===== config.mk =====
export PLATFORM = sky130hd
export DESIGN_NAME = mux_rr_arbiter
export DESIGN_NICKNAME = d
export VERILOG_FILES = /design/src/rtl/mux_rr_arbiter.sv
export SDC_FILE = /design/constraint.sdc
export NUM_CORES = 1
export LEC_CHECK = 0
export BUFFER_PORTS_ARGS = -buffer_cell sky130_fd_sc_hd__buf_4
export CORE_ASPECT_RATIO = 1.2
export CORE_MARGIN = 2
export CORE_UTILIZATION = 30
export CTS_CLUSTER_SIZE = 14
export DETAILED_ROUTE_END_ITERATION = 8
export PLACE_DENSITY = 0.59
export RECOVER_POWER = 25
export REMOVE_ABC_BUFFERS = 1
export SLEW_MARGIN = 25
export SYNTH_ARGS = -nofsm -noshare
export SYNTH_HDL_FRONTEND = slang
export SYNTH_SLANG_ARGS = --single-unit

===== constraint.sdc =====
create_clock -name clk -period 1.6 [get_ports clk]
set_input_delay 0.32 -clock clk [delete_from_list [all_inputs] [get_ports clk]]
set_output_delay 0.32 -clock clk [all_outputs]
set_load 0.01 [all_outputs]

===== src/rtl/mux_rr_arbiter.sv =====
// Round-robin arbiter and sequencer for a shared 4:1 mux datapath.
// It grants one requester at a time, registers its data with a valid strobe and caps each grant at MAX_HOLD transfers.
module mux_rr_arbiter #(
    parameter int unsigned DW       = 1,
    parameter int unsigned MAX_HOLD = 8
) (
    input  logic          clk,
    input  logic          rst,
    input  logic [3:0]    req,
    input  logic [DW-1:0] din0,
    input  logic [DW-1:0] din1,
    input  logic [DW-1:0] din2,
    input  logic [DW-1:0] din3,
    output logic [3:0]    gnt,
    output logic [1:0]    sel,
    output logic [DW-1:0] y,
    output logic          valid,
    output logic          busy
);

    localparam int unsigned CW = $clog2(MAX_HOLD + 1);

    typedef enum logic {
        IDLE,
        GRANT
    } state_t;

    state_t        state, state_n;
    logic [1:0]    ptr, ptr_n;
    logic [1:0]    sel_n;
    logic [CW-1:0] cnt, cnt_n;
    logic [CW-1:0] cnt_inc;
    logic [3:0]    gnt_n;
    logic [DW-1:0] y_n;
    logic          valid_n;
    logic          busy_n;
    logic [1:0]    winner;
    logic [1:0]    idx;
    logic          found;
    logic [DW-1:0] mux_data;

    // The first requester found when scanning upward from ptr wins.
    always_comb begin
        winner = ptr;
        idx    = ptr;
        found  = 1'b0;
        for (int i = 0; i < 4; i++) begin
            idx = ptr + 2'(i);
            if (!found && req[idx]) begin
                winner = idx;
                found  = 1'b1;
            end
        end
    end

    always_comb begin
        case (sel)
            2'd0:    mux_data = din0;
            2'd1:    mux_data = din1;
            2'd2:    mux_data = din2;
            default: mux_data = din3;
        endcase
    end

    assign cnt_inc = cnt + CW'(1);

    // Next-state logic. A release is handled inline so that the hold-limit
    // release shares the edge with the final transfer.
    always_comb begin
        state_n = state;
        ptr_n   = ptr;
        sel_n   = sel;
        cnt_n   = cnt;
        gnt_n   = gnt;
        y_n     = y;
        valid_n = 1'b0;
        busy_n  = busy;
        case (state)
            IDLE: begin
                if (req != 4'b0000) begin
                    state_n = GRANT;
                    sel_n   = winner;
                    gnt_n   = 4'b0001 << winner;
                    cnt_n   = '0;
                    busy_n  = 1'b1;
                end
            end
            GRANT: begin
                if (req[sel]) begin
                    y_n     = mux_data;
                    valid_n = 1'b1;
                    cnt_n   = cnt_inc;
                end
                if (!req[sel] || (cnt_inc == CW'(MAX_HOLD))) begin
                    state_n = IDLE;
                    gnt_n   = 4'b0000;
                    busy_n  = 1'b0;
                    ptr_n   = sel + 2'd1;
                end
            end
            default: begin
                state_n = IDLE;
                gnt_n   = 4'b0000;
                busy_n  = 1'b0;
            end
        endcase
    end

    always_ff @(posedge clk) begin
        if (rst) begin
            state <= IDLE;
            ptr   <= 2'd0;
            sel   <= 2'd0;
            cnt   <= '0;
            gnt   <= 4'b0000;
            y     <= '0;
            valid <= 1'b0;
            busy  <= 1'b0;
        end else begin
            state <= state_n;
            ptr   <= ptr_n;
            sel   <= sel_n;
            cnt   <= cnt_n;
            gnt   <= gnt_n;
            y     <= y_n;
            valid <= valid_n;
            busy  <= busy_n;
        end
    end

endmodule


* Word-level counts from Yosys, hierarchy flattened
Index checks and enable logic that the tools add are counted.
** Word-level totals
- Register bits after elaboration :: 16
- Latch bits :: 0
- Memory bits (writable) :: 0
- Memory bits (read-only) :: 0
- Output and inout port bits :: 9
- Memories :: 0
** Cells by class
- Add/subtract/negate cells :: 5
- Multiply operators :: 0
- Divide/modulo/power cells :: 0
- Magnitude comparators :: 5
- Equality and inequality tests :: 6
- Shifts and indexed selects :: 1
- Mux-type cells :: 30
- Bitwise gates (word level) :: 1
- Reductions and logical operators :: 16
** Operator list (count)
- $mux 4 :: 4
- $pmux 4 s2 :: 2
- $lt 2x3->1 const B :: 5
- $mux 1 :: 13
- $bmux 1 s2 :: 5
- $reduce_and 2->1 :: 5
- $mux 2 :: 3
- $add 2x1->2 const B :: 2
- $add 2x2->2 const B :: 2
- $add 4x1->4 const B :: 1
- $eq 4x4->1 const B :: 1
- $logic_not 1->1 :: 4
- $ne 2x1->1 const B :: 2
- $pmux 1 s2 :: 2
- $reduce_bool 4->1 :: 1
- $shl 1x2->4 const A :: 1
- $logic_and 1x1->1 :: 3
- $pmux 1 s3 :: 1
- $eq 2x1->1 const B :: 1
- $eq 2x2->1 const B :: 1
- $logic_not 2->1 :: 1
- $ne 2x2->1 const B :: 1
- $reduce_or 2->1 :: 1
- $logic_or 1x1->1 :: 1
- $not 1->1 :: 1

* Logic depth before layout (Yosys ltp)
Gate-level depths: netlist of run 1.
- Depth in word-level cells :: 15
- Gate-level depth with buffers :: 6
- Mapped depth without buffers :: 6

* Worst setup path after synthesis of run 1
Ideal clock, no wire load.
- Path kind :: reg2reg
- Start :: register sel[0]
- End :: register ptr[0]
- Setup time :: 123 ps
- Data arrival time :: 1646 ps
- Path slack :: -170 ps
- Cell stages (with the launch flop) :: 4
- Buffers on the path :: 0
- Period minus slack after synthesis :: 1770 ps
- Cells stage by stage :: dfxtp_1 -> mux4_2 -> a21boi_4 -> mux2_1
** Between the ends
- Word-level cells in the longest chain between the ends :: 5
** Ends and longest elaborated chain
- start, declared :: RTL line 15 : output logic [1:0] sel,
- start signal, assigned :: RTL line 122 : sel <= sel_n;
- $bmux 1 s2 :: RTL line 94 : if (!req[sel] || (cnt_inc == CW'(MAX_HOLD))) begin
- $mux 1 (not written as such) :: RTL line 94
- $logic_not 1->1 :: RTL line 94
- $logic_or 1x1->1 :: RTL line 94
- $reduce_and 2->1 (no source line)
- end signal, assigned :: RTL line 121 : ptr <= ptr_n;
- end, declared :: RTL line 29 : logic [1:0] ptr, ptr_n;
Several ways; a longest one is shown, not always the timed one. The select of a mux whose other input is x is not followed.
A chain may end at the register's enable or synchronous reset.

* Final worst setup path of run 1
Same ends and word-level chain as after synthesis.

==> run summary, run 1 <==
Power density over the cells - 811.3 nW/µm²
Largest net degree at the start of global routing - 22
Post-synthesis register bit count - 16
Worst path top cell family by delay - multiplexers
Worst path arrival time - 1.73 ns
Worst hold start - rst
Worst-Margin Slew - 0.4087 ns
CP Max Fanout - 3
Share of layout cells above drive strength 1 - 27.34%
Drc violations - 0
Max-slew violation count - 0
Max IR drop VDD - 473.3 µV
CTS tree - built
CTS Buffer Depth - 2
Die width - 53.61 µm
Total grt overflow - 0
Ys Warns - 0
Synth Area per Inst - 8.948 µm²
Clk_lat worst skew - 0.28 ns
Netlist cell types - 39
Top area cells in the synthesized netlist - dfxtp_1 (36%), ha_1 (7.1%), nor2b_1 (4.2%)
Clk_skew - 0.002218 ns
Post-DP HPWL - 1.554 mm
Leak Pwr - 0.4707 nW
Final GP Congestion - 0.8702
Slowest-stage cell, CP - mux4_2
CP endpoint kind - register
Drt total wl - 2.065 mm
Pwr Total - 0.9369 mW
Total negative setup slack - 0 ns
Setup crit start - sel[0]
Fmax - 0.6442 GHz
Starting DRC count in detailed routing - 29
CTS Root Cell - clkbuf_4
First-pass GRT wire length - 3.670 mm
CP max stage delay - 0.57 ns
Starting Density - 31.51%
Worst Setup Path Type - register to register
Worst hold-check path type - input pin to register
Post-synth EDFFs - 0
R2R depth - 3
Final setup fails - 0
Synth area leader - dfxtp_1
CTS clock-pin slew for the worst setup and hold paths - 0.09 ns
Num ports - 19
Fin cells - 162
FF-to-FF End - ptr[0]
Vias in the first global route - 853
Cts hold-fix bufs - 0
Finished Core Util - 41.08%
Detailed Routing Iterations Pass 1 - 4
Hold Vio Cnt, Final - 0
Sink Count - 16
Max-cap violations - 0
Hold depth - 2
Nets@finish - 144
Critical R2R Launch - sel[0]
# diodes - 0
Core area - 2811 µm²
Post-synth ARST share - 0%
Outcome - completed
Cell chain of the critical path - mux4_2, a21boi_4, mux2_1
Req. time, crit path - 1.78 ns
H-Tree Depth - 1
Hold endpoint - cnt[1]
Die ar. - 3405 µm²
Synth Flop Type - dfxtp_1
Period utilization - 97.03%
Die Y - 63.53 µm
Sequential element share of the synthesized area - 36.16%
Antenna Nets Post-Route - 0
Synth top area share - 36.16%
Num CTS Buffers - 3
Worst reg2reg setup slack - 0.05 ns
Gr usage total - 14.40%
Headroom to the max-slew limit - 72.63%
Layout area overhead - 30.37%
Initial antenna violation count - 0
Port-buffer cells - 18
WP buf/inv - 0
Post-Syn Instances - 99
# rows - 21
Fin crit period - 1.552 ns
Vias per cell - 5.253
Cell area after synthesis - 885.9 µm²
Critical Path Source Type - register
Placed Instances - 158
Vias post-DR - 851
Drt wl/cell - 12.75 µm
power by group:
part | switching [mW] | total (mW) | internal [mW]
clock network | 0.126 | 0.264 | 0.138
registers | 0.0193 | 0.444 | 0.425
logic | 0.118 | 0.229 | 0.111
placed cells by master, fill, tap and decap left out, types with 2 or more instances in the layout:
| cell | synthesis | final |
|---|---|---|
| o21ai_1 | 3 | 3 |
| nor2b_1 | 6 | 6 |
| o22ai_1 | 4 | 4 |
| clkbuf_4 | 0 | 3 |
| nor2_1 | 7 | 7 |
| inv_1 | 3 | 3 |
| o211ai_1 | 2 | 2 |
| clkbuf_1 | 2 | 5 |
| nand3_1 | 5 | 5 |
| buf_4 | 0 | 23 |
| nand2_1 | 6 | 6 |
| dfxtp_1 | 16 | 15 |
| or3_1 | 2 | 2 |
| nand3b_1 | 4 | 4 |
| ha_1 | 5 | 5 |
| a21oi_1 | 7 | 6 |
| nor3_1 | 2 | 2 |
| nand2b_1 | 2 | 2 |
flip-flops by register name, summed over array words and instances, names as in the netlist:
signal and flops:
ptr 2, gnt 4, sel 2, busy 1
valid 1, state 1, cnt 4, y 1
kinds of logic (layout without fill, tap and decap cells):
logic type | count (synthesis) | count (layout) | synth area share [%]
fa+ha+maj | 5 | 5 | 7.062
compound gates | 27 | 27 | 21.75
simple gates | 42 | 42 | 27.40
buf+inv | 6 | 35 | 2.683
flops | 16 | 16 | 36.16
mux | 3 | 3 | 4.943
repair_timing:
action | 4_1_cts | 5_1_grt
endpoints found under the setup margin | 0 | 3
setup buffers | 0 | 0
resized for setup | 0 | 4
metal layers:
metal,wire (µm),global-route usage [%],part of all wire (%)
met1,854,17.45,41
met4,54,8.654,2.6
met2,1090,23.61,53
met5,0,0,0
met3,67,1.422,3.2
cell type report:
type | instances | area [µm²]
Clock buffer | 4 | 36.28
Fill cell | 286 | 1657
Inverter | 3 | 11.26
Multi-Input combinational cell | 77 | 551.8
Sequential cell | 16 | 321.6
Tap cell | 34 | 42.54
Timing Repair Buffer | 28 | 191.4
how the worst max path moves through the flow:
stage             end  slack [ns]  cells after the start
5_1_grt        ptr[1]     -0.0006                      4
3_5_place_dp   gnt[2]       -0.04                      6
6_report       ptr[0]        0.05                      3
3_3_place_gp   ptr[0]        0.03                      4
4_1_cts        gnt[2]        0.02                      5
2_1_floorplan  ptr[0]       -0.17                      3
per-stage QoR:
stage,area (µm²),hold WS (ns),worst slack [ns]
floorplan,873.3,0.3891,-0.1699
global placement,1126,0.4441,0.02875
detailed placement,1126,0.4504,-0.03660
CTS,1162,0.3336,0.01850
global route,1155,0.3570,-0.0006039
finish,1155,0.3477,0.04757
synthesized netlist by cell type (all sizes together) (2+ instances only):
library cell and instances:
or3 2, o21ai 4, a21boi 2, nand2b 2, nor2 7, nand3b 4, o22ai 4, nor2b 6
o211ai 2, ha 5, a21oi 7, inv 3, dfxtp 16, nor3 2, nand2 7, clkbuf 2
nand3 5
Note: power is estimated with default switching activity, not from simulation.
==> run 2: changes to the inputs <==
--- a/config.mk
+++ b/config.mk
@@ -11,7 +11,7 @@
 export CORE_UTILIZATION = 30
 export CTS_CLUSTER_SIZE = 14
 export DETAILED_ROUTE_END_ITERATION = 8
-export PLACE_DENSITY = 0.59
+export PLACE_DENSITY = 0.57
 export RECOVER_POWER = 25
 export REMOVE_ABC_BUFFERS = 1
 export SLEW_MARGIN = 25
==> constraint.sdc (replaced) <==
create_clock -name clk -period 1.7 [get_ports clk]
set_input_delay 0.34 -clock clk [delete_from_list [all_inputs] [get_ports clk]]
set_output_delay 0.34 -clock clk [all_outputs]
set_load 0.01 [all_outputs]
==> run summary, run 2 (synthesized netlist as in run 1, its figures left out) <==
Outcome - completed
CTS Buffer Depth - 2
Max-cap violations - 0
Die Y - 63.53 µm
Worst-Margin Slew - 0.4004 ns
Port-buffer cells - 18
Max-slew violation count - 0
Total grt overflow - 0
Cts hold-fix bufs - 0
Final GP Congestion - 0.7881
Worst hold-check path type - input pin to register
Fin crit period - 1.555 ns
Fmax - 0.6431 GHz
First-pass GRT wire length - 3.243 mm
Layout area overhead - 27.12%
CTS Root Cell - clkbuf_4
Die ar. - 3405 µm²
Post-CTS Setup Inserts - 0
Placed cell area - 1111 µm²
Power density over the cells - 771.4 nW/µm²
Vias post-DR - 805
Initial antenna violation count - 0
CTS clock-pin slew for the worst setup and hold paths - 0.09 ns
Req. time, crit path - 1.91 ns
Clk_lat worst skew - 0.28 ns
Num ports - 19
Met3 WL - 42 µm
Worst reg2reg setup slack - 0.14 ns
Biggest regs - cnt (4), gnt (4)
Num CTS Buffers - 3
Post-Route M1 WL - 855 µm
Leak Pwr - 0.4542 nW
Finished Core Util - 40.05%
H-Tree Depth - 1
Die width - 53.61 µm
RSZ-0062 raised after global routing - no
Starting Density - 31.51%
Final worst slack - 0.1450 ns
Core area - 2811 µm²
Gr usage total - 12.41%
Clk_skew - 0.002268 ns
Drt wl/cell - 11.85 µm
Drc violations - 0
Critical Path Source Type - register
Commonest non-fill, non-tap cell in the layout - buf_4
Worst path arrival time - 1.76 ns
Final setup fails - 0
Worst Setup Path Type - register to register
CP endpoint kind - register
Starting DRC count in detailed routing - 19
CTS tree - built
Top sig layer - met4
Largest net degree at the start of global routing - 22
Drt total wl - 1.896 mm
Vias per cell - 5.031
Antenna Nets Post-Route - 0
Share of layout cells above drive strength 1 - 23.02%
DR WL met2 - 983 µm
Commonest non-fill, non-tap cells in the layout - buf_4 (20), dfxtp_1 (15), nor2_1 (7), a21oi_1 (7)
Headroom to the max-slew limit - 73.19%
Vias in the first global route - 760
# diodes - 0
Nets@finish - 142
Dpl ws - 0.04547 ns
Total negative setup slack - 0 ns
Hold Vio Cnt, Final - 0
Detailed Routing Iterations Pass 1 - 5
Post-DP HPWL - 1.468 mm
Post-Layout Inst Area - 1126 µm²
Max IR drop VDD - 396.8 µV
CP Max Fanout - 8
Period utilization - 91.47%
# rows - 21
Sink Count - 16
Hold_ws - 0.3701 ns
[run 2: final cells by class]
class	count	area (µm²)
clock buffer	4	36.28
fill	289	1685
inverter	3	11.26
multi-input combinational	77	541.8
sequential	16	321.6
tap	34	42.54
timing repair buffer	26	172.7
[run 2: final timing paths]
path         cells after the start     end  startpoint
max                              5  gnt[2]      ptr[1]
max reg2reg                      5  gnt[2]      ptr[1]
min                              2  sel[0]         rst
min reg2reg                      2       y           y
[run 2: routing by layer]
metal,global-route usage [%],up-vias
met5,0,-
met2,22.22,8
met4,3.846,0
met3,1.422,2
met1,14.77,374
li1,-,421
[run 2: per-stage QoR]
stage,total power [mW],std cells
floorplan,0.5370,96
global placement,0.6378,156
detailed placement,0.6404,156
CTS,0.8856,160
global route,0.9198,160
finish,0.8687,160
[run 2: report_power, final]
| part | switching (mW) | internal [mW] | total, mW |
|---|---|---|---|
| Sequential | 0.0195 | 0.400 | 0.419 |
| Clock | 0.116 | 0.130 | 0.246 |
| Combinational | 0.103 | 0.100 | 0.203 |
| Total | 0.239 | 0.630 | 0.869 |
[run 2: worst max-delay path, stage by stage (launching register included)]
cell	delay, ns
dfxtp_2	0.41
nor3b_1	0.20
a2111oi_1	0.09
buf_4	0.14
or4_4	0.47
o22ai_1	0.17
[run 2: timing repair]
item | CTS | global route
hold endpoints to repair | 0 | 0
endpoints found under the setup margin | 0 | 2
gates resized for setup | 0 | 1
==> run 3: changes to the inputs <==
--- a/config.mk
+++ b/config.mk
@@ -8,10 +8,10 @@
 export BUFFER_PORTS_ARGS = -buffer_cell sky130_fd_sc_hd__buf_4
 export CORE_ASPECT_RATIO = 1.2
 export CORE_MARGIN = 2
-export CORE_UTILIZATION = 30
+export CORE_UTILIZATION = 52
 export CTS_CLUSTER_SIZE = 14
 export DETAILED_ROUTE_END_ITERATION = 8
-export PLACE_DENSITY = 0.57
+export PLACE_DENSITY_LB_ADDON = 0.08
 export RECOVER_POWER = 25
 export REMOVE_ABC_BUFFERS = 1
 export SLEW_MARGIN = 25
==> run summary, run 3 (synthesized netlist as in run 1, its figures left out) <==
Outcome - completed
Power density over the cells - 791.4 nW/µm²
CTS tree - built
Register area - 321.6 µm²
Final setup fails - 0
# diodes - 0
Starting DRC count in detailed routing - 15
Nets@finish - 141
Share of layout cells above drive strength 1 - 22.40%
Max IR drop VDD - 523.5 µV
Post-DP HPWL - 1.481 mm
CP Max Fanout - 3
Period utilization - 92.25%
Drt total wl - 1.896 mm
Antenna Nets Post-Route - 0
H-Tree Depth - 1
Pwr Total - 0.8694 mW
Num CTS Buffers - 3
Headroom to the max-slew limit - 76.03%
Fmax - 0.6376 GHz
Port-buffer cells - 18
Drc violations - 0
Vias per cell - 5.741
Slowest-stage cell, CP - mux4_2
First-pass GRT wire length - 3.284 mm
Commonest non-fill, non-tap cell in the layout - buf_4
Initial antenna violation count - 0
Gr usage total - 20.27%
Post-CTS Setup Inserts - 0
Cts hold-fix bufs - 0
Critical Path Source Type - register
Die width - 41.68 µm
Die Y - 49.21 µm
Hold Vio Cnt, Final - 0
FILL cells - 149
Finished Core Util - 67.75%
Sink Count - 16
Clk_skew - 0.001238 ns
Fin crit period - 1.568 ns
Clk_lat worst skew - 0.29 ns
Die ar. - 2051 µm²
Biggest regs - cnt (4), gnt (4)
CTS clock-pin slew for the worst setup and hold paths - 0.09 ns
Hold_ws - 0.3495 ns
Worst-Margin Slew - 0.3580 ns
Req. time, crit path - 1.88 ns
Detailed Routing Iterations Pass 1 - 4
Worst hold-check path type - input pin to register
Worst Setup Path Type - register to register
Largest net degree at the start of global routing - 22
Worst path arrival time - 1.75 ns
Max-cap violations - 0
CP max stage delay - 0.59 ns
# rows - 16
Core area - 1622 µm²
Num ports - 19
Cell chain of the critical path - mux4_2, a21boi_4, mux2_1
Leak Pwr - 0.4495 nW
Vias in the first global route - 801
CTS Buffer Depth - 2
Area of the multi-input gates - 541.8 µm²
Layout area overhead - 24.01%
Starting Density - 54.63%
Final GP Congestion - 0.8596
Total grt overflow - 0
Vias post-DR - 821
Drt wl/cell - 13.26 µm
Commonest non-fill, non-tap cells in the layout - buf_4 (19), dfxtp_1 (15), nor2_1 (7), a21oi_1 (7)
CTS Root Cell - clkbuf_4
CP endpoint kind - register
RSZ-0062 raised after global routing - no
Max-slew violation count - 0
run 3: cell types whose count changed in the layout (fill, tap and decap cells not counted):
cell / previous run / this run
buf_4: 20 / 19
run 3: layer usage:
metal	vias up	track usage (%)	part of all wire (%)
met2	12	37.24	52
met5	-	0	0
li1	416	-	-
met3	4	3.333	2.0
met1	389	22.65	44
met4	0	8.065	1.8
run 3: worst max-delay path: cells and delay by family (launching register included):
kind / cells / cell delay (ns)
AO/OA/AOI/OAI: 1 / 0.18
flip-flops: 1 / 0.37
multiplexers: 2 / 0.91
run 3: per-stage QoR:
| stage | setup slack [ns] | TNS, ns | instance area (µm²) | instances |
|---|---|---|---|---|
| finish | 0.1317 | 0 | 1099 | 143 |
| global route | 0.06895 | 0 | 1099 | 143 |
| CTS | 0.05875 | 0 | 1120 | 143 |
| detailed placement | 0.05759 | 0 | 1084 | 139 |
| global placement | 0.07740 | 0 | 1084 | 139 |
| floorplan | -0.06986 | -0.06986 | 873.3 | 96 |
run 3: final timing paths:
kind                from  endpoint  slack, ns  cells past startpoint
setup / recovery  sel[0]    ptr[0]       0.13                      3
hold reg to reg        y         y       0.46                      2
hold / removal       rst    cnt[1]       0.35                      2
setup reg to reg  sel[0]    ptr[0]       0.13                      3
run 3: where the power goes:
| part | leakage, nW | internal, mW | switching, mW |
|---|---|---|---|
| clock | 0.0210 | 0.131 | 0.120 |
| combinational | 0.297 | 0.0956 | 0.104 |
| sequential | 0.131 | 0.400 | 0.0194 |
run 3: area by class of cell:
cell class / count / area share [%]
timing repair buffer: 25 / 15.03
tap: 18 / 2.050
inverter: 3 / 1.025
sequential: 16 / 29.27
clock buffer: 4 / 3.303
multi-input combinational: 77 / 49.32
run 3: what timing repair did:
| item | in CTS | in global routing |
|---|---|---|
| endpoints found under the setup margin | 0 | 1 |
| gates resized for setup | 0 | 1 |
| endpoints found under the hold margin | 0 | 0 |
